===== src/rtl/lock_access_ctrl.sv =====
// lock_access_ctrl: gates keypad bits into the code detector, judges each
// attempt at frame_end, holds the door open for a fixed window and enforces
// a lockout (with a one-cycle alarm) after too many consecutive failures.
module lock_access_ctrl #(
  parameter int MAX_TRIES      = 3,
  parameter int OPEN_CYCLES    = 8,
  parameter int LOCKOUT_CYCLES = 16
) (
  input  logic                           clk,
  input  logic                           reset,      // active-low, asynchronous
  input  logic                           key_valid,
  input  logic                           key_bit,
  input  logic                           frame_end,
  input  logic                           force_lock,
  input  logic                           det_unlock,
  output logic                           det_en,
  output logic                           det_data,
  output logic                           det_clr,
  output logic                           door_open,
  output logic                           locked_out,
  output logic                           alarm,
  output logic [$clog2(MAX_TRIES+1)-1:0] fail_cnt
);

  localparam int TMAX = (OPEN_CYCLES > LOCKOUT_CYCLES) ? OPEN_CYCLES : LOCKOUT_CYCLES;
  localparam int TW   = (TMAX > 1) ? $clog2(TMAX) : 1;
  localparam int FW   = $clog2(MAX_TRIES + 1);

  localparam logic [TW-1:0] OPEN_LOAD = TW'(OPEN_CYCLES - 1);
  localparam logic [TW-1:0] LOCK_LOAD = TW'(LOCKOUT_CYCLES - 1);
  localparam logic [FW:0]   TRIES_W   = (FW+1)'(MAX_TRIES);

  typedef enum logic [1:0] {
    S_CLR,
    S_ENTRY,
    S_OPEN,
    S_LOCKOUT
  } state_t;

  state_t        r_state, w_state_nxt;
  logic [TW-1:0] r_timer, w_timer_nxt;
  logic [FW-1:0] r_fail,  w_fail_nxt;
  logic          r_alarm, w_alarm_nxt;
  logic [FW:0]   w_fail_inc;

  assign w_fail_inc = {1'b0, r_fail} + (FW+1)'(1);
  assign alarm      = r_alarm;
  assign fail_cnt   = r_fail;

  // State, timer, failure count and alarm registers.
  always_ff @(posedge clk or negedge reset) begin
    if (!reset) begin
      r_state <= S_CLR;
      r_timer <= '0;
      r_fail  <= '0;
      r_alarm <= 1'b0;
    end else begin
      r_state <= w_state_nxt;
      r_timer <= w_timer_nxt;
      r_fail  <= w_fail_nxt;
      r_alarm <= w_alarm_nxt;
    end
  end

  // Next-state logic plus Moore outputs; det_en/det_data pass through in ENTRY.
  always_comb begin
    w_state_nxt = r_state;
    w_timer_nxt = r_timer;
    w_fail_nxt  = r_fail;
    w_alarm_nxt = 1'b0;
    det_en      = 1'b0;
    det_data    = 1'b0;
    det_clr     = 1'b0;
    door_open   = 1'b0;
    locked_out  = 1'b0;
    unique case (r_state)
      S_CLR: begin
        det_clr     = 1'b1;
        w_state_nxt = S_ENTRY;
      end
      S_ENTRY: begin
        det_en   = key_valid;
        det_data = key_valid & key_bit;
        if (frame_end) begin
          if (det_unlock) begin
            w_state_nxt = S_OPEN;
            w_fail_nxt  = '0;
            w_timer_nxt = OPEN_LOAD;
          end else if (w_fail_inc == TRIES_W) begin
            w_state_nxt = S_LOCKOUT;
            w_fail_nxt  = FW'(MAX_TRIES);
            w_timer_nxt = LOCK_LOAD;
            w_alarm_nxt = 1'b1;
          end else begin
            w_fail_nxt  = w_fail_inc[FW-1:0];
            w_state_nxt = S_CLR;
          end
        end
      end
      S_OPEN: begin
        door_open = 1'b1;
        if (r_timer == '0 || force_lock) begin
          w_state_nxt = S_CLR;
        end else begin
          w_timer_nxt = r_timer - TW'(1);
        end
      end
      S_LOCKOUT: begin
        locked_out = 1'b1;
        if (r_timer == '0) begin
          w_fail_nxt  = '0;
          w_state_nxt = S_CLR;
        end else begin
          w_timer_nxt = r_timer - TW'(1);
        end
      end
      default: w_state_nxt = S_CLR;
    endcase
  end

endmodule


===== config.mk =====
export PLATFORM = sky130hd
export DESIGN_NAME = lock_access_ctrl
export DESIGN_NICKNAME = d
export VERILOG_FILES = /design/src/rtl/lock_access_ctrl.sv
export SDC_FILE = /design/constraint.sdc
export NUM_CORES = 1
export LEC_CHECK = 0
export ABC_AREA = 1
export ABC_CLOCK_PERIOD_IN_PS = 1600
export BUFFER_PORTS_ARGS = -buffer_cell sky130_fd_sc_hd__buf_4
export CORE_AREA = 5 5 42 44
export DETAILED_ROUTE_END_ITERATION = 10
export DIE_AREA = 0 0 47 49
export PLACE_DENSITY = 0.68
export SYNTH_ARGS = -nofsm -noshare
export SYNTH_HDL_FRONTEND = slang
export SYNTH_SLANG_ARGS = --single-unit

===== constraint.sdc =====
create_clock -name clk -period 1.6 [get_ports clk]
set_input_delay 0.08 -clock clk [delete_from_list [all_inputs] [get_ports clk]]
set_output_delay 0.08 -clock clk [all_outputs]
set_load 0.05 [all_outputs]

### After elaboration in Yosys (flattened, before gate mapping)

Index checks and enable logic that the tools add are counted.

* logic and storage cells: 50
* register bits after elaboration: 9

* reduce and logical (&&, ||, !) cells: 8
* add/sub/neg operators: 2
* bitwise gates (word level): 1
* multiplexer cells: 25
* eq/ne operators: 10

Operator list (count)
* 2-to-1 mux 4 bit: 5
* 2-to-1 mux 2 bit: 8
* one-hot mux 4 bit (3 select lines): 1
* != test 2 bit, second input constant: 5
* 2-to-1 mux 1 bit: 9
* one-hot mux 2 bit (4 select lines): 1
* AND reduction 3 bit: 2
* AND reduction 5 bit: 1
* equality test 2 bit, second input constant: 2
* zero test 4 bit: 1
* one-hot mux 2 bit (2 select lines): 1
* subtractor 4 x 1 -> 4 bit, second input constant: 1
* adder 2 x 1 -> 3 bit, second input constant: 1
* equality test 3 x 2 -> 1 bit, second input constant: 1
* != test 3 bit, second input constant: 1
* nonzero test 3 bit: 1
* equality test 2 x 1 -> 1 bit, second input constant: 1
* zero test 2 bit: 1
* nonzero test 2 bit: 1
* bitwise AND 1 bit: 1
* logical OR 1 bit: 1

### Longest topological paths before layout

Gate-level depths: netlist (run 1).

* word-level depth: 6
* mapped depth: 10
* mapped depth without buffers: 10

### Worst setup path after synthesis (run 1)

OpenSTA, ideal clock, no wires.

* kind: reg2reg
* from: register r_fail[0], in the netlist fail_cnt[0]
* to: register r_timer[0]
* arrival: 1.365 ns
* setup slack: 0.119 ns
* stages on the path, launching flop included: 11
* library setup time: 0.116 ns
* period minus slack after synthesis: 1.481 ns
* path buffers: 0
* path through: dfrtp_1 -> inv_1 -> ha_1 -> inv_1 -> nand2_1 -> nand2_1 -> nand2_2 -> inv_2 -> nor2_4 -> nand2_1 -> nand2_1

* longest elaborated chain between the ends: 4

Ends and longest elaborated chain
* start: declaration: RTL line 42 `logic [FW-1:0] r_fail, w_fail_nxt;`
* start signal: assignment: RTL line 60 `r_fail <= w_fail_nxt;`
* adder 2 x 1 -> 3 bit: RTL line 46 `assign w_fail_inc = {1'b0, r_fail} + (FW+1)'(1);`
* equality test 3 x 2 -> 1 bit: RTL line 89 `end else if (w_fail_inc == TRIES_W) begin`
* != test 3 bit (no source line)
* AND reduction 5 bit (no source line)
* end signal: assignment: RTL line 59 `r_timer <= w_timer_nxt;`
* end: declaration: RTL line 41 `logic [TW-1:0] r_timer, w_timer_nxt;`

No other way between the ends.
A chain may end at the register's enable or synchronous reset.

### Worst setup path after layout (run 1)

* from: register r_state[1]
* to: output port det_en

* longest elaborated chain between the ends: 2

Ends and longest elaborated chain
* start: declaration: RTL line 40 `state_t r_state, w_state_nxt;`
* start signal: assignment: RTL line 58 `r_state <= w_state_nxt;`
* equality test 2 x 1 -> 1 bit: RTL line 76 `unique case (r_state)`
* 2-to-1 mux 1 bit: RTL line 76
* end: declaration: RTL line 16 `output logic det_en,`

No other way between the ends.

==> impl_metrics.py, run 1 <==
metrics = {
    "clock_tree": {
        "postCtsSetupBuffers": 0,
        "cts_tree": "done",
        "cts_buffer_depth": 2,
        "clkTransAtPathRegs_ns": 0.06,
        "cts-root-buf": "clkbuf_4",
        "clock_sinks": 9,
        "clk_latency_ns": 0.27,
        "numCtsBuffers": 3,
        "htreeDepth": 1,
    },
    "pwr": {
        "power.density_nw_per_um2": 2210,
        "power_w": 0.00163,
        "ir_drop_v": 0.00105,
        "static-leakage-power_nw": 0.427,
    },
    "die": {
        "die_area_um2": 2300,
        "io_pins": 15,
        "num_rows": 14,
        "dieHeight_um": 49,
        "start_util_pct": 41.2,
        "die_x_um": 47,
        "core_area_um2": 1400,
    },
    "synth": {
        "synth-compound-area-share_pct": 5.41,
        "synth_top_family_by_area": "simple AND/OR/NAND/NOR gates",
        "synth_fa_ha_area_share_pct": 4.33,
        "syn_area_um2": 578,
        "ys_seq_area_share_pct": 39.0,
        "synth.distinct_cells": 20,
        "yosysWarnings": 0,
        "syn_inst": 79,
        "synth_area_per_cell_um2": 7.32,
        "synth_seq_cells": 9,
        "synth_simple_gate_area_share_pct": 36.4,
        "syn_nets": 88,
        "synth_mux_area_share_pct": 1.73,
        "yosys.area_share.xor_xnor_pct": 1.52,
    },
    "worst_setup_path": {
        "crit_type": "register to output pin",
        "required_ns": 1.52,
        "slowest_stage": "dfrtp_1",
        "end_kind": "output pin",
        "regToRegSetupSlack_ns": 0.31,
        "startpoint_type": "register",
        "arrival_ns": 1.35,
        "crit_fanout": 8,
        "crit_chain": "inv_2 -> nand2_1 -> nor2_1 -> buf_4",
        "slowest_delay_ns": 0.43,
        "path_delay_family": "flip-flops",
        "crit_start": "r_state[1]$_DFFE_PN0P_",
        "critPathBufInv": 2,
        "rr_startpoint": "r_timer[0]$_DFFE_PN0P_",
    },
    "grt": {
        "grt_pass1_vias": 479,
        "overflow": 0,
        "grt_antenna_before_repair": 0,
        "grt_usage_pct": 12.1,
        "grt_max_degree": 10,
        "grt_pass1_wl_um": 2010,
    },
    "outcome": {
        "status": "complete, no violations",
    },
    "route": {
        "vias": 540,
        "ant_nets": 0,
        "wl_um": 1180,
        "first_iter_violations": 10,
        "wl_per_cell_um": 10.4,
        "drt_first_pass_iters": 4,
        "via_per_inst": 4.74,
        "drc_errors": 0,
    },
    "worst_hold_path": {
        "min_path_type": "input pin to register",
        "hp-start": "frame_end",
    },
    "layout": {
        "fin_nets": 108,
        "multi_input_area_um2": 285,
        "layout_commonest_cell": "nand2_1",
        "final_cell_mix": "nand2_1, buf_4, inv_1",
        "fill_cells": 136,
        "final_layout_size_suffix_gt1_share_pct": 29.6,
        "area_delta_synth_final_pct": 27.7,
        "antenna_cells": 0,
        "seqCellArea_um2": 225,
    },
    "sta": {
        "slew_headroom_pct": 82.0,
        "skew_ns": 0.000366,
        "setup_viol": 0,
        "worstMarginPinSlew_ns": 0.268,
        "final-hold-violation-count": 0,
        "whs_ns": 0.0843,
        "fmax_ghz": 0.700,
        "fin_crit_ns": 1.43,
        "fin_setup_tns_ns": 0,
        "slew_viol_final": 0,
        "grt_setup_unrepaired": "no",
        "finalCritPeriodShare_pct": 89.3,
    },
    "place": {
        "place.port_buffers": 14,
        "hpwl_um": 931,
        "gp_congestion": 0.814,
    },
    "run": {
        "cap_violations": 0,
    },
}
## logic make-up after synthesis
family                     count (synthesis)
AOI/OAI and AO/OA                          6
buffers and inverters                     16
xor gates and xnor gates                   1
and+or+nand+nor                           44
adders and majority gates                  2
DFF                                        9
muxes                                      1
## worst reg2reg max path, delay by kind of cell (launching register included)
kind	cells	cell delay, ns
adder cells (fa/ha/maj)	1	0.23
buffers and inverters	2	0.12
flip-flops	1	0.37
AND/OR/NAND/NOR	6	0.50
## flip-flops by register name, indices dropped and copies added (netlist names)
signal,count
r_timer,4
fail_cnt,2
r_state,2
alarm,1
## cell usage after synthesis
master	instances	share of area [%]
o21ai_0	2	1.7
o21ai_1	2	1.7
buf_6	1	1.9
nand4_1	1	1.1
nor2_4	2	3.9
nand3_2	1	1.7
nand2_2	6	6.5
dfrtp_1	9	39
nor3_1	1	0.86
nor2_1	7	4.5
inv_1	12	7.8
nor4_1	1	1.1
mux2i_1	1	1.7
ha_1	2	4.3
o22ai_1	1	1.1
xor2_1	1	1.5
inv_2	3	1.9
nand2_1	23	15
nand3_1	2	1.7
a21oi_1	1	0.86
## routing by layer
metal  track usage (%)  up-vias  part of all wire, %
met1              15.9      237                   44
met5                 0        -                    0
met4              8.29        0                  3.8
li1                  -      279                    -
met2              17.6       19                   46
met3              1.48        5                  6.4
## per-stage QoR
step / cells / utilization, % / setup WS (ns) / area, um2
after floorplan: 79 / - / 0.119 / 578
after global placement: 108 / 49.4 / 0.369 / 692
after detailed placement: 108 / 49.4 / 0.337 / 692
after CTS: 114 / 52.7 / 0.176 / 738
after global routing: 114 / 52.7 / 0.0712 / 738
final: 114 / 52.7 / 0.171 / 738
## where the power goes
part | switching, W | total, W | internal [W]
Combinational | 0.000670 | 0.000997 | 0.000327
Sequential | 0.000116 | 0.000449 | 0.000333
Clock | 0.0000901 | 0.000187 | 0.0000967
Total | 0.000876 | 0.00163 | 0.000758
## what timing repair did
item	in CTS	in global routing
hold endpoints to repair	10	0
hold buffers	2	0
gates resized for setup	0	0
endpoints found under the setup margin	0	0
## cell type report
cell class / count / area share, %
Sequential cell: 9 / 30.5
Inverter: 15 / 7.63
Tap cell: 16 / 2.71
Timing Repair Buffer: 16 / 16.9
Clock buffer: 4 / 3.56
Multi-Input combinational cell: 54 / 38.6
## final timing paths
check / to / cells after the start
worst max-delay path: det_en / 4
worst min-delay path: alarm$_DFF_PN0_ / 3
worst max register to register: r_timer[1]$_DFFE_PN0P_ / 9
worst min register to register: r_timer[0]$_DFFE_PN0P_ / 2
min in group asynchronous: alarm$_DFF_PN0_ / 2
max in group asynchronous: r_timer[0]$_DFFE_PN0P_ / 2
Power figures use the tool's default switching activity.
==> run 2: changes to the inputs <==
--- a/config.mk
+++ b/config.mk
@@ -5,13 +5,11 @@
 export SDC_FILE = /design/constraint.sdc
 export NUM_CORES = 1
 export LEC_CHECK = 0
-export ABC_AREA = 1
 export ABC_CLOCK_PERIOD_IN_PS = 1600
 export BUFFER_PORTS_ARGS = -buffer_cell sky130_fd_sc_hd__buf_4
 export CORE_AREA = 5 5 42 44
 export DETAILED_ROUTE_END_ITERATION = 10
 export DIE_AREA = 0 0 47 49
-export PLACE_DENSITY = 0.68
 export SYNTH_ARGS = -nofsm -noshare
 export SYNTH_HDL_FRONTEND = slang
 export SYNTH_SLANG_ARGS = --single-unit
==> run 2 against run 1 <==
Effect of this change: worst hold slack worse by 0.075 ns; core utilization down 3.6 points; non-clock buffer count up 1; setup slack worse by 0.084 ns; area after synthesis down 11%; flip-flop and latch count unchanged; clock skew up 0.0030 ns; design area down 6.8%; critical path depth up 2; via count down 11%; sequential share of layout area up 2.2 points; maximum frequency down 5.6%; critical endpoint is now r_timer[2]$_DFFE_PN0P_; largest cell class unchanged; largest power group unchanged.
==> impl_metrics.py, run 2 <==
metrics = {
    "die": {
        "core_area_um2": 1400,
        "num_rows": 14,
        "start_util_pct": 36.6,
        "dieHeight_um": 49,
        "die_x_um": 47,
        "die_area_um2": 2300,
        "io_pins": 15,
    },
    "worst_hold_path": {
        "min_path_type": "input pin to register",
    },
    "run": {
        "cap_violations": 0,
    },
    "layout": {
        "final_layout_size_suffix_gt1_share_pct": 31.6,
        "instances_no_fill": 92,
        "largest_register_ff_count": 4,
        "antenna_cells": 0,
        "seqCellArea_um2": 225,
        "top_register": "r_timer",
        "fin_nets": 86,
        "area_delta_synth_final_pct": 34.1,
        "multi_input_area_um2": 264,
        "final_cell_mix": "buf_4, dfrtp_1, a21oi_1",
        "layout_commonest_cell": "buf_4",
        "fill_cells": 141,
    },
    "pwr": {
        "ir_drop_v": 0.000756,
        "power_w": 0.00146,
        "p_comb_share_pct": 57.7,
        "static-leakage-power_nw": 0.321,
        "pwr-share-seq_pct": 29.7,
        "power.density_nw_per_um2": 2120,
        "power_switching_w": 0.000727,
        "internal-power_w": 0.000734,
        "p_clk_share_pct": 12.6,
        "switching_share_pct": 49.8,
    },
    "worst_setup_path": {
        "required_ns": 1.79,
        "crit_type": "register to register",
        "slowest_stage": "o32ai_4",
        "critPathBufInv": 1,
        "end_kind": "register",
        "slowest_delay_ns": 0.39,
        "crit_start": "r_timer[0]$_DFFE_PN0P_",
        "regToRegSetupSlack_ns": 0.09,
        "r2r_cells": 6,
        "crit_fanout": 6,
        "crit_chain": "inv_1 -> ha_2 -> nor3b_2 -> o32ai_4 -> a21oi_1 -> a31oi_1",
        "reg2reg_to": "r_timer[2]$_DFFE_PN0P_",
        "rr_startpoint": "r_timer[0]$_DFFE_PN0P_",
        "crit_cells": 6,
        "path_delay_family": "compound AO/OA/AOI/OAI gates",
        "arrival_ns": 1.71,
        "crit_end": "r_timer[2]$_DFFE_PN0P_",
        "startpoint_type": "register",
    },
    "clock_tree": {
        "numCtsBuffers": 3,
        "clock_sinks": 9,
        "cts_tree": "done",
        "cts-root-buf": "clkbuf_4",
        "clk_latency_ns": 0.27,
        "clkTransAtPathRegs_ns": 0.07,
        "cts_buffer_depth": 2,
        "htreeDepth": 1,
    },
    "sta": {
        "skew_ns": 0.00339,
        "setup_viol": 0,
        "finalCritPeriodShare_pct": 94.6,
        "final-hold-violation-count": 0,
        "slew_viol_final": 0,
        "worstMarginPinSlew_ns": 0.352,
        "fmax_ghz": 0.661,
        "slew_headroom_pct": 76.5,
        "fin_setup_tns_ns": 0,
        "whs_ns": 0.00947,
        "fin_crit_ns": 1.51,
    },
    "synth": {
        "synth_area_per_cell_um2": 9.00,
        "synthArstFlopShare_pct": 100,
        "ys.flop_type": "dfrtp_1",
        "syn_nets": 66,
        "synth_top_area_share_pct": 43.9,
        "synth-edff-count": 0,
        "synth_seq_cells": 9,
        "synth.distinct_cells": 23,
        "syn_area_um2": 513,
        "synth_top_cell_by_area": "dfrtp_1",
        "synth.most_common_cell": "dfrtp_1",
        "ys_seq_area_share_pct": 43.9,
        "syn_inst": 57,
        "synth_common_cells": "dfrtp_1, a21oi_1, nor2_1",
        "yosysWarnings": 0,
        "synth_area_leaders": "dfrtp_1, a21oi_1, o32ai_4, ha_1, nor2_1",
    },
    "route": {
        "drc_errors": 0,
        "ant_nets": 0,
        "vias": 478,
        "via_per_inst": 5.20,
        "drt_first_pass_iters": 4,
        "first_iter_violations": 8,
        "wl_um": 1180,
        "wl_per_cell_um": 12.8,
    },
    "grt": {
        "grt_antenna_before_repair": 0,
        "overflow": 0,
        "grt_usage_pct": 11.4,
        "grt_pass1_vias": 428,
        "grt_pass1_wl_um": 1810,
        "grt_max_degree": 11,
    },
    "place": {
        "gp_congestion": 0.748,
        "place.port_buffers": 14,
        "dp_cells": 86,
        "hpwl_um": 858,
    },
    "outcome": {
        "status": "complete, no violations",
    },
}
[run 2: worst min path at each step]
stage	from	end	slack, ns	depth (start not counted)
6_report	det_unlock	alarm$_DFF_PN0_	0.009	2
3_5_place_dp	reset	r_timer[0]$_DFFE_PN0P_	-0.09	1
4_1_cts	det_unlock	alarm$_DFF_PN0_	0.006	2
3_3_place_gp	reset	r_timer[2]$_DFFE_PN0P_	-0.09	1
5_1_grt	det_unlock	alarm$_DFF_PN0_	0.02	2
2_1_floorplan	reset	alarm$_DFF_PN0_	-0.22	0
[run 2: area by class of cell]
| cell class | instances | area share, % |
|---|---|---|
| clock buffer | 4 | 3.82 |
| inverter | 6 | 3.27 |
| tap | 16 | 2.91 |
| multi-input combinational | 40 | 38.4 |
| timing repair buffer | 17 | 18.9 |
| sequential | 9 | 32.7 |
[run 2: per-layer routing]
metal / track usage [%] / part of all wire (%) / up-vias
met5: 0 / 0 / -
met4: 9.68 / 3.6 / 0
met3: 4.06 / 7.7 / 5
met2: 15.2 / 46 / 15
met1: 13.8 / 42 / 224
li1: - / - / 234
[run 2: through the flow]
| stage | setup slack [ns] | cell area, um2 | utilization, % |
|---|---|---|---|
| after detailed placement | 0.0835 | 633 | 45.2 |
| after global placement | 0.107 | 633 | 45.2 |
| after global routing | -0.0191 | 688 | 49.1 |
| after floorplan | 0.0409 | 513 | - |
| after CTS | 0.0465 | 669 | 47.8 |
| final | 0.0865 | 688 | 49.1 |
[run 2: worst register-to-register path, cell delays in order (launching register included)]
cell and delay [ns]:
dfrtp_1 0.38, inv_1 0.06, ha_2 0.18, nor3b_2 0.17, o32ai_4 0.39, a21oi_1 0.12, a31oi_1 0.14
[run 2: repair_timing]
item                                    4_1_cts  5_1_grt
endpoints found under the setup margin        0        4
gates resized for setup                       0        3
hold buffers                                  1        0
buffers inserted                              0        1
endpoints found under the hold margin         9        0
[run 2: logic make-up (layout without fill, tap and decap cells)]
group,Yosys count,in the layout,share of synthesized area (%)
buffers and inverters,8,27,6.83
AOI/OAI and AO/OA,14,14,20.0
and+or+nand+nor,24,24,24.4
DFF,9,9,43.9
adders and majority gates,2,2,4.88
[run 2: power by group through the flow]
stage | combinational [W] | sequential, W | clock [W]
after floorplan | 0.000564 | 0.000468 | 0
after global placement | 0.000803 | 0.000435 | 0
after detailed placement | 0.000813 | 0.000430 | 0
after CTS | 0.000818 | 0.000427 | 0.000189
after global routing | 0.000909 | 0.000452 | 0.000203
final | 0.000843 | 0.000434 | 0.000184
==> run 3: changes to the inputs <==
--- a/config.mk
+++ b/config.mk
@@ -10,6 +10,7 @@
 export CORE_AREA = 5 5 42 44
 export DETAILED_ROUTE_END_ITERATION = 10
 export DIE_AREA = 0 0 47 49
+export PLACE_DENSITY_LB_ADDON = 0.05
 export SYNTH_ARGS = -nofsm -noshare
 export SYNTH_HDL_FRONTEND = slang
 export SYNTH_SLANG_ARGS = --single-unit
==> constraint.sdc (replaced) <==
create_clock -name clk -period 1.6 [get_ports clk]
set_input_delay 0.08 -clock clk [delete_from_list [all_inputs] [get_ports clk]]
set_output_delay 0.08 -clock clk [all_outputs]
set_load 0.1 [all_outputs]
==> run 3 against run 2 <==
Effect of this change: via count down 0.21%; maximum frequency increased by 0.37%; die area unchanged; design area grew 3.5%; largest cell class unchanged; highest routed layer unchanged.
==> impl_metrics.py, run 3 (synthesis gave the netlist of run 2 again) <==
metrics = {
    "die": {
        "io_pins": 15,
        "dieHeight_um": 49,
        "die_area_um2": 2300,
        "start_util_pct": 36.6,
        "num_rows": 14,
        "core_area_um2": 1400,
        "die_x_um": 47,
    },
    "place": {
        "gp_congestion": 0.750,
        "post-place-ws_ns": 0.0708,
        "place.port_buffers": 14,
        "hpwl_um": 885,
    },
    "layout": {
        "area_delta_synth_final_pct": 38.8,
        "antenna_cells": 0,
        "final_layout_size_suffix_gt1_share_pct": 38.5,
        "top_register": "r_timer",
        "layout_commonest_cell": "buf_4",
        "fin_nets": 88,
        "final_cell_mix": "buf_4, a21oi_1, dfrtp_1",
        "largest_register_ff_count": 4,
    },
    "route": {
        "via_per_inst": 5.07,
        "drc_errors": 0,
        "drt_first_pass_iters": 4,
        "wl_per_cell_um": 12.6,
        "vias": 477,
        "wl_um": 1180,
        "first_iter_violations": 11,
        "ant_nets": 0,
    },
    "clock_tree": {
        "clock_sinks": 9,
        "cts_tree": "done",
        "cts_buffer_depth": 2,
        "clkTransAtPathRegs_ns": 0.06,
        "numCtsBuffers": 3,
        "cts-root-buf": "clkbuf_4",
        "htreeDepth": 1,
        "clk_latency_ns": 0.26,
    },
    "grt": {
        "grt_pass1_vias": 411,
        "grt_pass1_wl_um": 1810,
        "grt_usage_pct": 10.7,
        "grt_antenna_before_repair": 0,
        "grt_max_degree": 10,
        "overflow": 0,
    },
    "worst_setup_path": {
        "crit_chain": "and3_2 -> and2_2 -> buf_4",
        "crit_type": "register to output pin",
        "crit_start": "r_state[0]$_DFFE_PN0P_",
        "critPathBufInv": 1,
        "crit_fanout": 9,
        "reg2reg_to": "r_timer[2]$_DFFE_PN0P_",
        "path_delay_family": "flip-flops",
        "r2r_cells": 6,
        "end_kind": "output pin",
        "slowest_stage": "dfrtp_1",
        "slowest_delay_ns": 0.51,
        "regToRegSetupSlack_ns": 0.10,
        "rr_startpoint": "r_timer[0]$_DFFE_PN0P_",
        "startpoint_type": "register",
        "required_ns": 1.52,
        "arrival_ns": 1.43,
    },
    "sta": {
        "worstMarginPinSlew_ns": 0.317,
        "skew_ns": 0.00187,
        "slew_viol_final": 0,
        "finalCritPeriodShare_pct": 94.3,
        "slew_headroom_pct": 78.8,
        "worst_slack_ns": 0.0920,
        "setup_viol": 0,
        "whs_ns": 0.179,
        "final-hold-violation-count": 0,
        "fin_crit_ns": 1.51,
        "fmax_ghz": 0.663,
    },
    "worst_hold_path": {
        "min_path_type": "input pin to async pin",
    },
    "outcome": {
        "status": "complete, no violations",
    },
    "run": {
        "cap_violations": 0,
    },
}
run 3: cell count changes in the layout (fill, tap and decap cells not counted), sizes merged:
| cell | previous run | this run |
|---|---|---|
| dlygate4sd3 | 1 | 2 |
| buf | 16 | 17 |
run 3: worst max-delay path by stage:
stage | end | slack, ns | depth (start not counted)
after global routing | r_timer[2]$_DFFE_PN0P_ | -0.006 | 6
after floorplan | det_data | -0.03 | 3
after detailed placement | r_timer[2]$_DFFE_PN0P_ | 0.07 | 6
after global placement | r_timer[2]$_DFFE_PN0P_ | 0.09 | 6
final | det_data | 0.09 | 3
after CTS | r_timer[2]$_DFFE_PN0P_ | 0.06 | 6
run 3: worst reg2reg max path: cells and delay by family (launching register included):
family | cells | cell delay [ns]
and+or+nand+nor | 1 | 0.17
buffers and inverters | 1 | 0.06
DFF | 1 | 0.38
adders and majority gates | 1 | 0.19
AOI/OAI and AO/OA | 3 | 0.62
run 3: stage by stage:
step,util [%],area [um2],std cells,TNS [ns]
after floorplan,-,523,57,-0.0275
after global placement,45.9,643,86,0
after detailed placement,45.9,643,86,0
after CTS,49.2,689,92,0
after global routing,50.8,712,94,-0.00584
final,50.8,712,94,0
run 3: per-layer routing:
metal / wire (um) / global-route usage (%) / vias up
li1: - / - / 238
met1: 478 / 13.9 / 226
met2: 598 / 15.6 / 11
met3: 80 / 2.95 / 2
met4: 25 / 5.53 / 0
met5: 0 / 0 / -
run 3: final cells by class:
class / instances / area, um2
fillers: 136 / 689
multi-input cells: 40 / 268
flip-flops and latches: 9 / 228
repair buffers: 19 / 148
clock buffers: 4 / 26.3
inverters: 6 / 22.5
well taps: 16 / 20.0
run 3: timing repair:
action | in CTS | in global routing
buffers inserted | 0 | 2
resized for setup | 0 | 2
hold buffers | 2 | 0
endpoints found under the hold margin | 10 | 0
setup endpoints to repair | 0 | 3
Power of run 3 is not shown: default switching activity piles up to over one toggle a cycle in this logic, so the estimate is an artifact.
